`config.mk`:
```
export PLATFORM = sky130hd
export DESIGN_NAME = rv32_mem_arb
export DESIGN_NICKNAME = d
export VERILOG_FILES = /design/src/rtl/rv32_mem_pkg.sv /design/src/rtl/rv32_sat_cnt.sv /design/src/rtl/rv32_mem_arb.sv
export SDC_FILE = /design/constraint.sdc
export NUM_CORES = 1
export LEC_CHECK = 0
export CAP_MARGIN = 20
export CORE_AREA = 2 2 133 135
export CTS_BUF_LIST = sky130_fd_sc_hd__clkbuf_4 sky130_fd_sc_hd__clkbuf_8 sky130_fd_sc_hd__clkbuf_16
export CTS_CLUSTER_DIAMETER = 120
export DETAILED_ROUTE_END_ITERATION = 10
export DIE_AREA = 0 0 135 137
export PLACE_DENSITY = 0.53
export SYNTH_ARGS = -nofsm -noshare
export SYNTH_HDL_FRONTEND = slang
export SYNTH_SLANG_ARGS = --single-unit
```
`constraint.sdc`:
```
create_clock -name clk -period 2.03 [get_ports clk]
set_input_delay 0.203 -clock clk [delete_from_list [all_inputs] [get_ports clk]]
set_output_delay 0.203 -clock clk [all_outputs]
set_load 0.01 [all_outputs]
```
`src/rtl/rv32_mem_pkg.sv`:
```
// Shared types and default widths for the rv32 unified-memory arbiter.
// Contents: arbiter FSM state enum, transaction owner enum, default bus widths.
package rv32_mem_pkg;

   localparam int unsigned DEF_ADDR_W = 32;
   localparam int unsigned DEF_DATA_W = 32;

   typedef enum logic [1:0] {
      IDLE    = 2'd0,
      BUSY_IF = 2'd1,
      BUSY_LS = 2'd2
   } arb_state_e;

   typedef enum logic {
      OWN_IF = 1'b0,
      OWN_LS = 1'b1
   } owner_e;

endpackage

```
`src/rtl/rv32_sat_cnt.sv`:
```
// Saturating up-counter with synchronous clear.
// Ports: clk, rst (sync, active-high), i_inc (count up), i_clr (clear, wins over
// i_inc), o_cnt (current value, holds at MAX).
module rv32_sat_cnt #(
   parameter int unsigned  W   = 3,
   parameter logic [W-1:0] MAX = {W{1'b1}}
) (
   input  logic         clk,
   input  logic         rst,
   input  logic         i_inc,
   input  logic         i_clr,
   output logic [W-1:0] o_cnt
);

   logic [W-1:0] r_cnt;

   always_ff @(posedge clk) begin
      if (rst || i_clr) begin
         r_cnt <= '0;
      end else if (i_inc && (r_cnt != MAX)) begin
         r_cnt <= r_cnt + W'(1);
      end
   end

   assign o_cnt = r_cnt;

endmodule

```
`src/rtl/rv32_mem_arb.sv`:
```
// Shares one single-port memory between instruction fetch (IF) and load/store
// (LS). One outstanding transaction; responses are routed back to the issuer.
// LS has priority; a starvation counter forces IF through after STARVE_MAX
// consecutive LS wins over a pending fetch. An unaccepted request is locked so
// the memory-side fields stay stable until mem_gnt.
// Ports: clk/rst (sync, active-high); if_* fetch port; ls_* load/store port;
// mem_* memory port; perf_if_wait/perf_ls_wait wait-cycle counters.
// Build option: RV32_MEM_ARB_PERF_EN builds the wait counters; otherwise the
// perf outputs are tied to 0.
module rv32_mem_arb
   import rv32_mem_pkg::*;
#(
   parameter int unsigned ADDR_W     = DEF_ADDR_W,
   parameter int unsigned DATA_W     = DEF_DATA_W,
   parameter int unsigned STARVE_MAX = 4
) (
   input  logic                clk,
   input  logic                rst,
   input  logic                if_req,
   input  logic [ADDR_W-1:0]   if_addr,
   output logic                if_gnt,
   output logic                if_rvalid,
   output logic [DATA_W-1:0]   if_rdata,
   input  logic                ls_req,
   input  logic                ls_we,
   input  logic [DATA_W/8-1:0] ls_be,
   input  logic [ADDR_W-1:0]   ls_addr,
   input  logic [DATA_W-1:0]   ls_wdata,
   output logic                ls_gnt,
   output logic                ls_rvalid,
   output logic [DATA_W-1:0]   ls_rdata,
   output logic                mem_req,
   output logic                mem_we,
   output logic [DATA_W/8-1:0] mem_be,
   output logic [ADDR_W-1:0]   mem_addr,
   output logic [DATA_W-1:0]   mem_wdata,
   input  logic                mem_gnt,
   input  logic                mem_rvalid,
   input  logic [DATA_W-1:0]   mem_rdata,
   output logic [31:0]         perf_if_wait,
   output logic [31:0]         perf_ls_wait
);

   localparam int unsigned      CNT_W   = $clog2(STARVE_MAX + 1);
   localparam logic [CNT_W-1:0] CNT_MAX = CNT_W'(STARVE_MAX);

   arb_state_e       r_state;
   logic             r_lock_valid;
   owner_e           r_lock_owner;
   logic [CNT_W-1:0] w_starve_cnt;
   logic             w_win_valid;
   owner_e           w_win_owner;

   // Winner selection: locked owner, then starvation override, then LS priority
   always_comb begin
      w_win_valid = 1'b0;
      w_win_owner = OWN_LS;
      if (r_lock_valid) begin
         w_win_owner = r_lock_owner;
         w_win_valid = (r_lock_owner == OWN_IF) ? if_req : ls_req;
      end else if (if_req && ls_req && (w_starve_cnt == CNT_MAX)) begin
         w_win_owner = OWN_IF;
         w_win_valid = 1'b1;
      end else if (ls_req) begin
         w_win_owner = OWN_LS;
         w_win_valid = 1'b1;
      end else if (if_req) begin
         w_win_owner = OWN_IF;
         w_win_valid = 1'b1;
      end
   end

   // Memory-side mux, grants and response routing
   always_comb begin
      mem_req   = 1'b0;
      mem_we    = 1'b0;
      mem_be    = '0;
      mem_addr  = '0;
      mem_wdata = '0;
      if_gnt    = 1'b0;
      ls_gnt    = 1'b0;
      if_rvalid = 1'b0;
      if_rdata  = '0;
      ls_rvalid = 1'b0;
      ls_rdata  = '0;
      if ((r_state == IDLE) && w_win_valid) begin
         mem_req = 1'b1;
         if (w_win_owner == OWN_LS) begin
            mem_we    = ls_we;
            mem_be    = ls_be;
            mem_addr  = ls_addr;
            mem_wdata = ls_wdata;
            ls_gnt    = mem_gnt;
         end else begin
            mem_be   = '1;
            mem_addr = if_addr;
            if_gnt   = mem_gnt;
         end
      end
      if ((r_state == BUSY_IF) && mem_rvalid) begin
         if_rvalid = 1'b1;
         if_rdata  = mem_rdata;
      end
      if ((r_state == BUSY_LS) && mem_rvalid) begin
         ls_rvalid = 1'b1;
         ls_rdata  = mem_rdata;
      end
   end

   // State and lock; stray responses in IDLE fall through unused
   always_ff @(posedge clk) begin
      if (rst) begin
         r_state      <= IDLE;
         r_lock_valid <= 1'b0;
         r_lock_owner <= OWN_IF;
      end else begin
         case (r_state)
            IDLE: begin
               if (mem_req && mem_gnt) begin
                  r_state      <= (w_win_owner == OWN_IF) ? BUSY_IF : BUSY_LS;
                  r_lock_valid <= 1'b0;
               end else if (mem_req) begin
                  r_lock_valid <= 1'b1;
                  r_lock_owner <= w_win_owner;
               end
            end
            BUSY_IF, BUSY_LS: begin
               if (mem_rvalid) r_state <= IDLE;
            end
            default: r_state <= IDLE;
         endcase
      end
   end

   rv32_sat_cnt #(
      .W   (CNT_W),
      .MAX (CNT_MAX)
   ) u_starve (
      .clk   (clk),
      .rst   (rst),
      .i_inc (ls_gnt && if_req),
      .i_clr (if_gnt),
      .o_cnt (w_starve_cnt)
   );

`ifdef RV32_MEM_ARB_PERF_EN
   rv32_sat_cnt #(
      .W   (32),
      .MAX (32'hFFFF_FFFF)
   ) u_perf_if (
      .clk   (clk),
      .rst   (rst),
      .i_inc (if_req && !if_gnt),
      .i_clr (1'b0),
      .o_cnt (perf_if_wait)
   );

   rv32_sat_cnt #(
      .W   (32),
      .MAX (32'hFFFF_FFFF)
   ) u_perf_ls (
      .clk   (clk),
      .rst   (rst),
      .i_inc (ls_req && !ls_gnt),
      .i_clr (1'b0),
      .o_cnt (perf_ls_wait)
   );
`else
   assign perf_if_wait = '0;
   assign perf_ls_wait = '0;
`endif

   // A locked request must stay asserted until it is accepted
   ap_lock_held: assert property (@(posedge clk) disable iff (rst)
      ((r_state == IDLE) && r_lock_valid) |-> w_win_valid);

endmodule
```
**Word level (Yosys, flattened, before mapping)**

Cells that the tools add are included.

- Bits in registers: 7

- Add/sub/neg operators: 1
- Eq/ne operators: 6
- Muxes and demuxes: 32
- Bitwise operators: 1
- Reductions and logical operators: 15

Operators with widths:

| operator | number |
|---|---|
| $mux 32 | 6 |
| $mux 1 | 20 |
| $logic_and 1x1->1 | 8 |
| $mux 4 | 2 |
| $mux 2 | 3 |
| $pmux 2 s2 | 1 |
| $reduce_and 2->1 | 2 |
| $add 3x1->3 const B | 1 |
| $eq 3x3->1 const B | 1 |
| $ne 3x3->1 const B | 1 |
| $reduce_and 3->1 | 1 |
| $eq 2x1->1 const B | 1 |
| $eq 2x2->1 const B | 1 |
| $logic_not 2->1 | 1 |
| $ne 2x1->1 const B | 1 |
| $ne 2x2->1 const B | 1 |
| $reduce_bool 2->1 | 1 |
| $reduce_or 2->1 | 1 |
| $logic_or 1x1->1 | 1 |
| $not 1->1 | 1 |

**Logic depth before layout (Yosys ltp)**

Gate-level depths: netlist of the first run.

- Word-level depth: 9
- Depth in mapped cells: 8

**Modules after synthesis**

Synthesis of the first run repeated with hierarchy kept, for this count alone.

- Cells, all modules: 358
- Area total of the unflattened synthesis: 2259.7 µm²

By module, submodules not included:

| module | times used | cells an instance | area each (µm²) | seq. area each (µm²) |
|---|---|---|---|---|
| rv32_mem_arb | 1 | 341 | 2070.7 | 80.1 |
| rv32_sat_cnt | 1 | 17 | 188.9 | 60.1 |

**Worst setup path before layout of the first run**

No wires, ideal clock.

- Path kind: register to output
- From: register u_starve.r_cnt[0] (netlist: u_starve.o_cnt[0])
- To: output mem_addr[22]
- Data arrival time: 1557 ps
- Path slack: 270 ps
- Stages on the path, launching flop included: 9
- Cells stage by stage: dfxtp_1 > inv_1 > ha_1 > and2_1 > o221ai_4 > buf_6 > buf_4 > nand2_1 > a21oi_1

- Word-level cells in the longest chain between the ends: 6
- Elaborated cells on any way between the ends: 9
- Those cells by class: 1 x eq/ne; 6 x mux; 2 x reduce/logical

RTL lines:

| item | RTL line | RTL |
|---|---|---|
| start: declaration | rv32_sat_cnt.sv:15 | `logic [W-1:0] r_cnt;` |
| start signal: assignment | rv32_sat_cnt.sv:21 | `r_cnt <= r_cnt + W'(1);` |
| $eq 3x3->1 (*) | rv32_mem_arb.sv:61 | `end else if (if_req && ls_req && (w_starve_cnt == CNT_MAX)) begin` |
| $logic_and 1x1->1 (*) | rv32_mem_arb.sv:61 |  |
| $mux 1 | rv32_mem_arb.sv:61 |  |
| $mux 1 | rv32_mem_arb.sv:58 | `if (r_lock_valid) begin` |
| $mux 32 / $logic_and 1x1->1 (equally long branches) | rv32_mem_arb.sv:88, rv32_mem_arb.sv:86 |  |
| $mux 32 (*) | rv32_mem_arb.sv:86 | `if ((r_state == IDLE) && w_win_valid) begin` |
| end: declaration | rv32_mem_arb.sv:35 | `output logic [ADDR_W-1:0] mem_addr,` |

Mark *: on every way between the ends. The rest lies on a longest branch, timed or not.

**Worst setup path in the final report of the first run**

- From: register u_starve.r_cnt[1] (netlist: u_starve.o_cnt[1])
- To: output mem_addr[4]

The elaborated chain is that of the path after synthesis.

==> results.sh, run 1 <==
export IMPL_synth_seq_area_share_pct=5.94
export IMPL_ys_flop_type="dfxtp_1"
export IMPL_via_count_of_the_first_global_routing_pass=3000
export IMPL_cp_data_required_time_ns=1.83
export IMPL_fp_row_count=48
export IMPL_outcome="finished clean"
export IMPL_yosys_warning_total=0
export IMPL_chipHeight_um=137
export IMPL_netlist_cell_type_count=37
export IMPL_ant_nets=0
export IMPL_cts_tree="built"
export IMPL_antenna_diode_count=0
export IMPL_grt_max_degree=68
export IMPL_drc=0
export IMPL_final_setup_tns_ns=0
export IMPL_drive_gt1_share_pct=30.6
export IMPL_worst_ir_drop_vdd_mv=0.228
export IMPL_worst_skew_pair_late_latency_ns=0.24
export IMPL_grt_setup_unrepaired="yes"
export IMPL_post_layout_nets=796
export IMPL_cts_htree_levels=1
export IMPL_cts_buf_count=3
export IMPL_placed_cell_area_um2=5310
export IMPL_synth_largest_area_cell="and3_1"
export IMPL_clock_sinks=7
export IMPL_finish_utilization_pct=34.1
export IMPL_powerDensity_nw_per_um2=451
export IMPL_final_slew_viol_count=0
export IMPL_synth_seq_cells=7
export IMPL_finalHoldWorstSlack_ns=0.549
export IMPL_synth_top_cells_by_area="and3_1 26%, buf_4 22%, nand2_1 11%, a21oi_2 9.7%, dfxtp_1 5.9%"
export IMPL_post_synth_top_area_fraction_pct=25.7
export IMPL_crit_path_max_fanout=5
export IMPL_power_leakage_nw=3.19
export IMPL_maxClockFrequency_mhz=496
export IMPL_post_synth_top_count_cell="and3_1"
export IMPL_max_clock_path_buffers=2
export IMPL_fin_ws_ns=0.0133
export IMPL_hold_class="reg -> reg"
export IMPL_timing_max_cap_violations=0
export IMPL_post_synth_most_frequent_cells="97 x and3_1, 69 x buf_4, 68 x nand2_1"
export IMPL_layout_area_overhead_vs_synth_pct=146
export IMPL_timing_final_crit_share_pct=99.3
export IMPL_io_pins=341
export IMPL_buffer_ports_inserted=276
export IMPL_cts_reportedPaths_clkPinSlew_ns=0.04
export IMPL_timing_final_hold_violations=0
export IMPL_detailroute_via_count=3366
export IMPL_die_area_um2=18500
export IMPL_start_util_pct=13.8
export IMPL_ff_latch_area_um2=143
export IMPL_fp_coreArea_um2=17100
export IMPL_synth_edf_count=0
export IMPL_fill_cells=1834
export IMPL_die_w_um=135
export IMPL_globalRouteOverflowTotal=0
export IMPL_synthesis_instances=357
export IMPL_initialDrtViolationCount=118
export IMPL_grt_antenna_before_repair=0
export IMPL_worst_clock_skew_ns=0.00262
export IMPL_number_of_vias_per_cell_after_detailed_routing=3.84
export IMPL_crit_path_arrival_time_ns=1.81
export IMPL_layout_min_cycle_time_ns=2.02
export IMPL_post_synth_instance_area_um2=2360
export IMPL_grt_first_pass_wirelength_mm=17.0
export IMPL_setup_viol=0
export IMPL_cp_start_kind="flip-flop"
export IMPL_gpl_final_weighted_congestion=0.763
export IMPL_grt_resource_usage_total_pct=11.6
export IMPL_worst_setup_path_type="reg -> out"
export IMPL_post_cts_hold_buffer_count=0
export IMPL_multi_input_area_um2=1950
export IMPL_synthArstFlopShare_pct=0
export IMPL_number_of_iterations_in_the_first_detailed_routing_pass=4
export IMPL_place_ws_ns=-0.408
export IMPL_routed_wirelength_mm=13.0
export IMPL_timing_critical_path_to_type="output port"
export IMPL_synth_area_per_cell_um2=6.61
export IMPL_design_area_um2=5810
export IMPL_dp_hpwl_mm=9.17
export IMPL_clk_root_buffer_cell="clkbuf_16"
export IMPL_detail_route_wl_per_cell_um=14.8
routing by layer:
layer	GRT usage [%]	vias up	share of wire, %
met5	0	-	0
met1	15.3	1552	43
met3	1.89	11	5.9
met2	20.3	133	50
li1	-	1670	-
met4	1.85	0	0.91
through the flow:
step	total power, mW	std cells
3_3_place_gp	2.04	855
5_1_grt	2.79	876
2_1_floorplan	1.08	420
6_report	2.62	876
3_5_place_dp	2.03	855
4_1_cts	2.40	868
area by class of cell:
class,instances,area share (%)
timing repair buffer,324,57.0
multi-input combinational,306,33.6
tap,225,4.85
sequential,7,2.46
clock buffer,4,1.42
inverter,10,0.689
flip-flops by register name, summed over array words and instances (netlist names):
signal          cells
u_starve.o_cnt      3
r_state             2
r_lock_owner        1
r_lock_valid        1
cells by family (layout without fill, tap and decap cells):
group                      count (synthesis)  count (layout)  synth area share [%]
AOI/OAI and AO/OA                         51              51                  18.2
DFF                                        7               7                  5.94
buffers and inverters                    107             338                  30.9
adders and majority gates                  5               5                  2.65
and+or+nand+nor                          185             185                  41.6
other                                      1              64                 0.159
muxes                                      1               1                 0.583
worst paths after layout:
path	from	cells after the start	to	slack [ns]
setup / recovery	u_starve.o_cnt[1]$_SDFFE_PP0P_	10	mem_addr[4]	0.01
hold / removal	u_starve.o_cnt[0]$_SDFFE_PP0P_	2	u_starve.o_cnt[0]$_SDFFE_PP0P_	0.55
setup reg to reg	u_starve.o_cnt[1]$_SDFFE_PP0P_	10	r_state[0]$_SDFFE_PP0P_	0.29
hold reg to reg	u_starve.o_cnt[0]$_SDFFE_PP0P_	2	u_starve.o_cnt[0]$_SDFFE_PP0P_	0.55
critical path, cell delays in order (launching register included):
cell	delay (ns)
dfxtp_2	0.32
inv_2	0.05
ha_4	0.15
and2_4	0.15
o221ai_4	0.15
buf_12	0.16
buf_12	0.13
clkbuf_16	0.15
nand2_4	0.04
a21oi_2	0.12
buf_2	0.14
where the power goes:
group	switching [mW]	internal, mW
Combinational	0.961	1.14
Clock	0.0840	0.275
Sequential	0.00903	0.150
Total	1.05	1.57
timing repair:
action                                 in CTS  in global routing
buffers inserted                            4                  4
gates resized for setup                   287                 99
cloned                                      5                  5
endpoints found under the hold margin       0                  0
setup endpoints to repair                  81                123
pin swaps                                   3                 20
placed cells by master, fill, tap and decap left out, drive strengths merged, types with 2 or more instances in the layout:
cell	netlist	layout
clkdlybuf4s50	0	178
buf	80	106
and3	97	97
nand2	68	68
conb	1	64
a21oi	34	34
dlymetal6s2s	0	22
clkbuf	17	10
inv	10	10
nor2	8	8
dlygate4sd2	0	8
dfxtp	7	7
ha	5	5
nand3	3	3
clkdlybuf4s15	0	3
o21ai	3	3
and2	3	3
nor3	3	3
a211oi	3	3
a32o	2	2
a21o	2	2
(Power assumes the default switching activity.)
==> inputs of run 2 (changes only) <==
--- a/config.mk
+++ b/config.mk
@@ -5,6 +5,7 @@
 export SDC_FILE = /design/constraint.sdc
 export NUM_CORES = 1
 export LEC_CHECK = 0
+export ABC_CLOCK_PERIOD_IN_PS = 2029
 export CAP_MARGIN = 20
 export CORE_AREA = 2 2 133 135
 export CTS_BUF_LIST = sky130_fd_sc_hd__clkbuf_4 sky130_fd_sc_hd__clkbuf_8 sky130_fd_sc_hd__clkbuf_16
==> results of run 2 <==
The final DEF is identical to that of run 1; final timing and power are the same.
